## config.mk

```make
export PLATFORM = sky130hd
export DESIGN_NAME = pulse_interval_meter_flat
export DESIGN_NICKNAME = d
export VERILOG_FILES = /design/src/rtl/pulse_interval_meter_pkg.sv /design/src/rtl/pulse_interval_meter_if.sv /design/src/rtl/pulse_interval_meter_edge_sync.sv /design/src/rtl/pulse_interval_meter.sv /design/src/flat_wrapper.sv
export SDC_FILE = /design/constraint.sdc
export NUM_CORES = 1
export LEC_CHECK = 0
export ABC_AREA = 1
export BUFFER_PORTS_ARGS = -buffer_cell sky130_fd_sc_hd__buf_2
export CAP_MARGIN = 30
export CORE_MARGIN = 5
export CORE_UTILIZATION = 40
export CTS_BUF_LIST = sky130_fd_sc_hd__clkbuf_16
export DETAILED_ROUTE_END_ITERATION = 8
export PLACE_DENSITY = 0.56
export SETUP_SLACK_MARGIN = 0.2
export SYNTH_ARGS = -nofsm -noshare
export SYNTH_HDL_FRONTEND = slang
export SYNTH_HIERARCHICAL = 1
export SYNTH_SLANG_ARGS = --single-unit
```

## constraint.sdc

```tcl
create_clock -name m_clk -period 6.5 [get_ports m_clk]
set_clock_uncertainty 0.15 [all_clocks]
set_input_delay 0.325 -clock m_clk [delete_from_list [all_inputs] [get_ports m_clk]]
set_output_delay 0.325 -clock m_clk [all_outputs]
set_load 0.02 [all_outputs]
```

## src/rtl/pulse_interval_meter_pkg.sv

```systemverilog
// pulse_interval_meter_pkg: shared state encoding and default parameters.
package pulse_interval_meter_pkg;
  typedef enum logic {IDLE, MEASURE} state_e;
  localparam int CNT_W_DEF = 16;
  localparam int TIMEOUT_DEF = 1000;
  localparam int SYNC_STAGES_DEF = 2;
endpackage

```

## src/rtl/pulse_interval_meter_if.sv

```systemverilog
// pulse_interval_meter_if: pulse inputs, clear and result/statistics outputs.
interface pulse_interval_meter_if
  import pulse_interval_meter_pkg::*;
#(
  parameter int CNT_W = CNT_W_DEF
);
  logic start_pulse;
  logic stop_pulse;
  logic clear;
  logic [CNT_W-1:0] interval;
  logic interval_valid;
  logic timeout;
  logic stray_stop;
  logic busy;
  logic [CNT_W-1:0] min_interval;
  logic [CNT_W-1:0] max_interval;
  logic [15:0] meas_count;
  modport master (
    output start_pulse, stop_pulse, clear,
    input interval, interval_valid, timeout, stray_stop, busy,
    input min_interval, max_interval, meas_count
  );
  modport slave (
    input start_pulse, stop_pulse, clear,
    output interval, interval_valid, timeout, stray_stop, busy,
    output min_interval, max_interval, meas_count
  );
endinterface

```

## src/rtl/pulse_interval_meter_edge_sync.sv

```systemverilog
// edge_sync: multi-stage synchronizer followed by a registered rising-edge strobe.
module edge_sync
  import pulse_interval_meter_pkg::*;
#(
  parameter int SYNC_STAGES = SYNC_STAGES_DEF
) (
  input  logic m_clk,
  input  logic m_rst_n,
  input  logic d,
  output logic rise
);
  // one extra stage holds the previous synchronized value for edge detection
  logic [SYNC_STAGES:0] sync_q;
  logic rise_q;
  always_ff @(posedge m_clk or negedge m_rst_n)
    if (!m_rst_n) begin
      sync_q <= '0;
      rise_q <= 1'b0;
    end else begin
      sync_q <= {sync_q[SYNC_STAGES-1:0], d};
      rise_q <= sync_q[SYNC_STAGES-1] & ~sync_q[SYNC_STAGES];
    end
  assign rise = rise_q;
endmodule

```

## src/rtl/pulse_interval_meter.sv

```systemverilog
// pulse_interval_meter: measures start-to-stop edge separation in m_clk cycles
// and keeps min/max/count statistics of completed measurements.
module pulse_interval_meter
  import pulse_interval_meter_pkg::*;
#(
  parameter int CNT_W = CNT_W_DEF,
  parameter int TIMEOUT = TIMEOUT_DEF,
  parameter int SYNC_STAGES = SYNC_STAGES_DEF
) (
  input  logic m_clk,
  input  logic m_rst_n,
  pulse_interval_meter_if.slave bus
);
  localparam logic [CNT_W-1:0] TO_LAST = CNT_W'(TIMEOUT);
  state_e state_q;
  logic start_evt, stop_evt;
  logic [CNT_W-1:0] cnt_q, cnt_d, interval_q, min_q, min_d, max_q, max_d;
  logic [15:0] count_q, count_d;
  logic valid_q, timeout_q, stray_q;
  edge_sync #(.SYNC_STAGES(SYNC_STAGES)) u_start (
    .m_clk(m_clk), .m_rst_n(m_rst_n), .d(bus.start_pulse), .rise(start_evt)
  );
  edge_sync #(.SYNC_STAGES(SYNC_STAGES)) u_stop (
    .m_clk(m_clk), .m_rst_n(m_rst_n), .d(bus.stop_pulse), .rise(stop_evt)
  );
  // cnt_d is also the interval reported on a stop in this cycle
  always_comb begin
    cnt_d = cnt_q + 1'b1;
    min_d = cnt_d < min_q ? cnt_d : min_q;
    max_d = cnt_d > max_q ? cnt_d : max_q;
    count_d = &count_q ? count_q : count_q + 16'd1;
  end
  always_ff @(posedge m_clk or negedge m_rst_n)
    if (!m_rst_n) begin
      state_q <= IDLE;
      cnt_q <= '0;
      interval_q <= '0;
      valid_q <= 1'b0;
      timeout_q <= 1'b0;
      stray_q <= 1'b0;
      min_q <= '1;
      max_q <= '0;
      count_q <= '0;
    end else begin
      valid_q <= 1'b0;
      timeout_q <= 1'b0;
      stray_q <= 1'b0;
      if (bus.clear) begin
        state_q <= IDLE;
        min_q <= '1;
        max_q <= '0;
        count_q <= '0;
      end else if (state_q == IDLE) begin
        if (start_evt) begin
          state_q <= MEASURE;
          cnt_q <= '0;
        end else stray_q <= stop_evt;
      end else if (stop_evt) begin
        state_q <= IDLE;
        interval_q <= cnt_d;
        valid_q <= 1'b1;
        min_q <= min_d;
        max_q <= max_d;
        count_q <= count_d;
      end else if (start_evt) cnt_q <= '0;
      else if (cnt_d == TO_LAST) begin
        state_q <= IDLE;
        timeout_q <= 1'b1;
      end else cnt_q <= cnt_d;
    end
  assign bus.interval = interval_q;
  assign bus.interval_valid = valid_q;
  assign bus.timeout = timeout_q;
  assign bus.stray_stop = stray_q;
  assign bus.busy = state_q == MEASURE;
  assign bus.min_interval = min_q;
  assign bus.max_interval = max_q;
  assign bus.meas_count = count_q;
endmodule

```

## src/flat_wrapper.sv

```systemverilog
// flat-port wrapper written by rule: the top's interface ports become plain ports
module pulse_interval_meter_flat import pulse_interval_meter_pkg::*;
#(
  parameter int CNT_W = CNT_W_DEF,
  parameter int TIMEOUT = TIMEOUT_DEF,
  parameter int SYNC_STAGES = SYNC_STAGES_DEF
)
  (m_clk, m_rst_n, bus_start_pulse, bus_stop_pulse, bus_clear, bus_interval, bus_interval_valid, bus_timeout, bus_stray_stop, bus_busy, bus_min_interval, bus_max_interval, bus_meas_count);
  pulse_interval_meter_if #(.CNT_W(CNT_W)) bus_i ();
  input  logic m_clk;
  input  logic m_rst_n;
  input wire logic [$bits(bus_i.start_pulse)-1:0] bus_start_pulse;
  input wire logic [$bits(bus_i.stop_pulse)-1:0] bus_stop_pulse;
  input wire logic [$bits(bus_i.clear)-1:0] bus_clear;
  output wire logic [$bits(bus_i.interval)-1:0] bus_interval;
  output wire logic [$bits(bus_i.interval_valid)-1:0] bus_interval_valid;
  output wire logic [$bits(bus_i.timeout)-1:0] bus_timeout;
  output wire logic [$bits(bus_i.stray_stop)-1:0] bus_stray_stop;
  output wire logic [$bits(bus_i.busy)-1:0] bus_busy;
  output wire logic [$bits(bus_i.min_interval)-1:0] bus_min_interval;
  output wire logic [$bits(bus_i.max_interval)-1:0] bus_max_interval;
  output wire logic [$bits(bus_i.meas_count)-1:0] bus_meas_count;
  assign bus_i.start_pulse = bus_start_pulse;
  assign bus_i.stop_pulse = bus_stop_pulse;
  assign bus_i.clear = bus_clear;
  assign bus_interval = bus_i.interval;
  assign bus_interval_valid = bus_i.interval_valid;
  assign bus_timeout = bus_i.timeout;
  assign bus_stray_stop = bus_i.stray_stop;
  assign bus_busy = bus_i.busy;
  assign bus_min_interval = bus_i.min_interval;
  assign bus_max_interval = bus_i.max_interval;
  assign bus_meas_count = bus_i.meas_count;
  pulse_interval_meter #(.CNT_W(CNT_W), .TIMEOUT(TIMEOUT), .SYNC_STAGES(SYNC_STAGES)) u_core (.m_clk(m_clk), .m_rst_n(m_rst_n), .bus(bus_i));
endmodule
```

## Yosys cells after proc, flatten, opt, wreduce, memory -nomap -nowiden

Index checks and enable logic that the tools add are counted.

| storage, ports and cells | value |
|---|---|
| bits in registers | 92 |
| bits in latches | 0 |
| bits in writable memories | 0 |
| memory bits (read-only) | 0 |
| output and inout bits | 68 |
| word-level logic and storage cells | 71 |
| memories | 0 |

| operators by class | value |
|---|---|
| add/subtract/negate cells | 2 |
| $mul | 0 |
| div/mod/pow operators | 0 |
| magnitude comparators | 2 |
| equal/unequal tests | 4 |
| shift operators | 0 |
| muxes and demuxes | 34 |
| bitwise logic cells | 5 |
| reductions and logical operators | 11 |

Operators with widths:

| cell | number |
|---|---|
| $mux 16 | 17 |
| $add 16x1->16 const B | 2 |
| $mux 1 | 17 |
| $eq 16x10->1 const B | 1 |
| $gt 16x16->1 | 1 |
| $lt 16x16->1 | 1 |
| $reduce_and 16->1 | 1 |
| $reduce_and 3->1 | 4 |
| $reduce_bool 2->1 | 5 |
| $ne 2x2->1 const B | 3 |
| $reduce_and 4->1 | 1 |
| $not 1->1 | 3 |
| $and 1x1->1 | 2 |

## Longest topological paths before layout

| depth | value |
|---|---|
| depth in word-level cells | 7 |
| gate-level depth with buffers | 19 |
| depth with buffers taken out | 18 |

## Modules after synthesis

The synthesis kept the hierarchy.

By module, submodules not included:

| module | instances | cells an instance | area each (um2) | seq. area each (um2) |
|---|---|---|---|---|
| pulse_interval_meter | 1 | 618 | 4862.2 | 2122.0 |
| edge_sync | 2 | 6 | 110.1 | 100.1 |

## Least setup slack after synthesis

No wires, ideal clock.

| timing | value |
|---|---|
| path kind | register to register |
| start | register u_core.cnt_q[0] |
| end | register u_core.max_q[10] (netlist: u_core/bus.max_interval[10]) |
| setup time | 118 ps |
| arrival time | 2660 ps |
| required time | 6232 ps |
| slack | 3572 ps |
| stages on the path, launching flop included | 20 |
| path through | dfrtp_1 > ha_1 > nand3_2 > nor2_4 > nand3_1 > xor2_1 > inv_1 > ha_1 > nand2_1 > inv_1 > nand3_1 > nor2_1 > nand4_1 > nor2_1 > nor2_1 > nand2_2 > nand2_2 > buf_4 > nand3_1 > nand2_1 |

| on the way | value |
|---|---|
| elaborated cells on any way between the ends | 8 |

RTL lines:

| element | line | source |
|---|---|---|
| start: declaration | pulse_interval_meter.sv:17 | `logic [CNT_W-1:0] cnt_q, cnt_d, interval_q, min_q, min_d, max_q, max_d;` |
| start signal: assignment | pulse_interval_meter.sv:69 | `end else cnt_q <= cnt_d;` |
| $add 16x1->16 | pulse_interval_meter.sv:28 | `cnt_d = cnt_q + 1'b1;` |
| net u_core.cnt_d[14] | pulse_interval_meter.sv:17 |  |
| $gt 16x16->1 | pulse_interval_meter.sv:30 | `max_d = cnt_d > max_q ? cnt_d : max_q;` |
| $reduce_bool 2->1 (no source line) | -- |  |
| $reduce_and 3->1 (no source line) | -- |  |
| end signal: assignment | pulse_interval_meter.sv:63 | `max_q <= max_d;` |
| end: declaration | pulse_interval_meter.sv:17 |  |

The timed path passes the listed nets, and every way through them passes these cells. The select of a mux whose other input is x is not followed.
A chain may end at the register's enable or synchronous reset.

## Final worst setup path

| timing | value |
|---|---|
| start | register u_core.cnt_q[0] |
| end | register u_core.min_q[10] (netlist: u_core/bus.min_interval[10]) |

| on the way | value |
|---|---|
| elaborated cells on any way between the ends | 8 |

RTL lines:

| element | line | source |
|---|---|---|
| $add 16x1->16 | pulse_interval_meter.sv:28 |  |
| net u_core.cnt_d[14] | pulse_interval_meter.sv:17 |  |
| $lt 16x16->1 | pulse_interval_meter.sv:29 | `min_d = cnt_d < min_q ? cnt_d : min_q;` |
| $reduce_bool 2->1 (no source line) | -- |  |
| $reduce_and 3->1 (no source line) | -- |  |
| end signal: assignment | pulse_interval_meter.sv:62 | `min_q <= min_d;` |
| end: declaration | pulse_interval_meter.sv:17 |  |

The timed path passes the listed nets, and every way through them passes these cells. The select of a mux whose other input is x is not followed.

==> results.txt <==
leakage power - 3.051 nW
internal power - 0.0009677 W
CTS tree - done
first-pass GRT wire length - 21,310 µm
Final Hold Vio Count - 0
vias - 4,374
unrepaired setup endpoints after global routing - false
drt first pass iters - 5
sw power - 0.0003318 W
sequential power share - 47.1%
grt total ovfl - 0
Root Driver - clkbuf_16
crit-path max FO - 31
H-tree Lvls - 3
Hold Startpoint - bus_clear
Max Root-Sink Buffers - 2
syn_nets - 667
Global Route met1 Usage - 25.85%
GR Util met3 - 2.765%
Crit path top cell by count - nand2_1
power density over the cells - 218.6 nW/µm²
synth warn - 6
Levels on crit path - 18
VDD IR max - 0.1233 mV
final net count - 736
DIE AREA - 15,060 µm²
critical path, cell by cell - ha_1 -> nand3_2 -> nor2_4 -> nand3_1 -> xor2_1 -> inv_1 -> ha_1 -> nand2_1 -> inv_1 -> nand4_1 -> inv_1 -> nand3_1 -> nor2_1 -> o21ai_0 -> nand2_1 -> nand2_1 -> o21ai_0 -> nand2_1
Comb pwr share - 9.7%
kind of critical path - register to register
Routed Wire Length - 12,630 µm
Setup-failing EPs final - 0
Tot GR Track Use - 17.98%
period utilization - 60.13%
critical path startpoint category - register
HPWL after detailed placement - 9323 µm
I/O pin total - 73
R2R Setup Slk - 2590 ps
Worst Path Required - 6600 ps
Max-Cap Viols - 0
worst rel slew slack - 40.31%
Initial Utilization - 40.60%
Max stage delay on crit path - 650 ps
mux share of post-synthesis cell area - 0%
DRC Markers - 0
worst r2r path cells - 18
Synth Area per Inst - 8.067 µm²
antenna violations before repair - 0
Chip Height - 122.7 µm
met2 Usage GRT - 26.85%
Worst Hold Path EP - u_core/bus.meas_count[7]$_DFFE_PN0P_
xor/xnor cell area share of the yosys netlist - 2.191%
Post-synth EDFFs - 0
setup TNS - 0 ps
Mapped Area - 5082 µm²
worst setup path startpoint - u_core/cnt_q[0]$_DFFE_PN0P_
latest clock arrival within the worst-skew pair - 350 ps
Layout area overhead - 16.96%
Num CTS Buffers - 9
Final Util - 47.49%
layout cells sized above 1 - 18.89%
Slew @ Worst Pin - 895.3 ps
Cell variety after synth - 35
capture point of the worst reg-to-reg path - u_core/bus.min_interval[10]$_DFFE_PN1P_
I/O Buffers - 72
register area share after synthesis - 45.69%
clk sink count - 92
Main synth FF type - dfrtp_1
largest net degree at the start of global routing - 71
# diodes - 0
FP Rows - 41
slowest library cell on the worst path - nand2_1
Clk pwr share - 43.2%
main combinational cell family by area after synthesis - simple AND/OR/NAND/NOR gates
ys async rst share - 100.0%
Max Transition Viols Final - 0
adder-cell share of the synthesized area - 7.878%
worst hold stages - 2
Max Freq - 255.9 MHz
GPL Wtd Cong - 0.8278
CP Capture Type - register
Sw Ratio - 25.53%
Critical Path AT - 4010 ps
vias in the first global route - 4,211
Final Critical Period - 3908 ps
WL/cell - 14.42 µm
antenna-violating nets left - 0
DRC violation total after the first TritonRoute iteration - 340
Synth Area in Compound Gates - 8.001%
Core Region - 12,520 µm²
Gate Count Post-Synth - 630
Hold WC Path Type - input pin to register
busiest grt layer - met2
status - completed
WP buf/inv - 3
Post-CTS Setup Inserts - 0
CP delay by family, top - simple AND/OR/NAND/NOR gates
simple logic cell fraction of the synthesized area - 28.41%
RR Startpoint - u_core/cnt_q[0]$_DFFE_PN0P_
FF+latch count, synth - 92
DIE WIDTH - 122.7 µm
Clk pin slew, worst setup/hold paths - 70 ps
DR vias/cell - 4.993
[worst max-delay path by stage]
stage | slack [ps] | to
after CTS | 2600 | u_core/bus.min_interval[10]$_DFFE_PN1P_
after global routing | 2100 | u_core/bus.min_interval[3]$_DFFE_PN1P_
after detailed placement | 2620 | u_core/bus.min_interval[10]$_DFFE_PN1P_
after floorplan | 3570 | u_core/bus.max_interval[10]$_DFFE_PN0P_
after global placement | 2760 | u_core/bus.min_interval[15]$_DFFE_PN1P_
final | 2590 | u_core/bus.min_interval[10]$_DFFE_PN1P_
[layout by cell type, fill, tap and decap left out, types with 6 or more instances in the layout]
master and n:
nand2_1 152, dfrtp_1 76, inv_1 75, buf_2 71, nand3_1 51, o21ai_0 49
nor2_1 46, nand4_1 34, ha_1 32, a21oi_1 21, dfstp_2 16, nor2_2 10
clkbuf_16 9, xor2_1 6
[per-layer routing]
layer  up-vias  part of all wire, %
met1      2043                   49
met2        98                   45
met5         -                    0
li1       2214                    -
met3        19                  4.6
met4         0                  2.2
[layout make-up]
| type | instances | area [µm²] |
|---|---|---|
| timing repair buffer | 79 | 422.9 |
| fill | 1273 | 6573 |
| sequential | 92 | 2322 |
| multi-input combinational | 437 | 2367 |
| tap | 172 | 215.2 |
| inverter | 80 | 300.3 |
| clock inverter | 7 | 91.34 |
| clock buffer | 9 | 225.2 |
[synthesized netlist by cell type, types with 4 or more instances]
library cell / n / area, µm²
buf_2: 5 / 25.02
nor2_1: 46 / 172.7
inv_2: 4 / 15.01
dfrtp_1: 76 / 1902
a21oi_1: 21 / 105.1
ha_1: 32 / 400.4
nor3_1: 6 / 30.03
inv_1: 75 / 281.5
nand4_1: 34 / 212.7
xor2_1: 6 / 52.55
nand2_1: 152 / 570.6
nor2_2: 10 / 62.56
o21ai_0: 49 / 245.2
nand2_2: 5 / 31.28
clkbuf_1: 13 / 48.80
dfstp_2: 16 / 420.4
nand3_1: 51 / 255.2
[per-stage QoR]
stage	cell area, µm²	cells	setup slack [ps]	hold slack, ps	power (W)
6_report	5944	876	2592	175.3	0.001299
5_1_grt	5944	876	2097	166.7	0.001363
4_1_cts	5944	876	2597	149.1	0.001324
3_5_place_dp	5598	857	2621	88.86	0.0007494
3_3_place_gp	5598	857	2765	82.28	0.0007484
2_1_floorplan	5082	630	3572	-120.6	0.0006986
[registers in the layout (all words and copies together) (netlist names)]
signal and count:
u_core/cnt_q 16, u_core/u_start/sync_q 3, u_core/bus.interval 16, u_core/bus.max_interval 16, u_core/u_stop/sync_q 3, u_core/bus.busy 1, u_core/u_start/rise 1, u_core/bus.meas_count 16
u_core/bus.stray_stop 1, u_core/bus.timeout 1, u_core/bus.interval_valid 1, u_core/bus.min_interval 16, u_core/u_stop/rise 1
[what timing repair did]
action / 4_1_cts / 5_1_grt
endpoints found under the hold margin: 24 / 0
resized for setup: 0 / 0
hold buffers: 3 / 0
[kinds of logic (layout without fill, tap and decap cells)]
logic type / Yosys count / in the layout
flops: 92 / 92
buf+inv: 101 / 175
fa+ha+maj: 32 / 32
compound gates: 78 / 78
xor+xnor: 11 / 11
simple gates: 316 / 316
[power by group through the flow]
stage	clock network, W	logic (W)	registers (W)
CTS	0.000583	0.000129	0.000612
finish	0.000561	0.000126	0.000612
global route	0.000605	0.000142	0.000615
detailed placement	0	0.000127	0.000622
floorplan	0	0.0000546	0.000644
global placement	0	0.000126	0.000622
No activity file was read; power rests on OpenSTA's default activity.
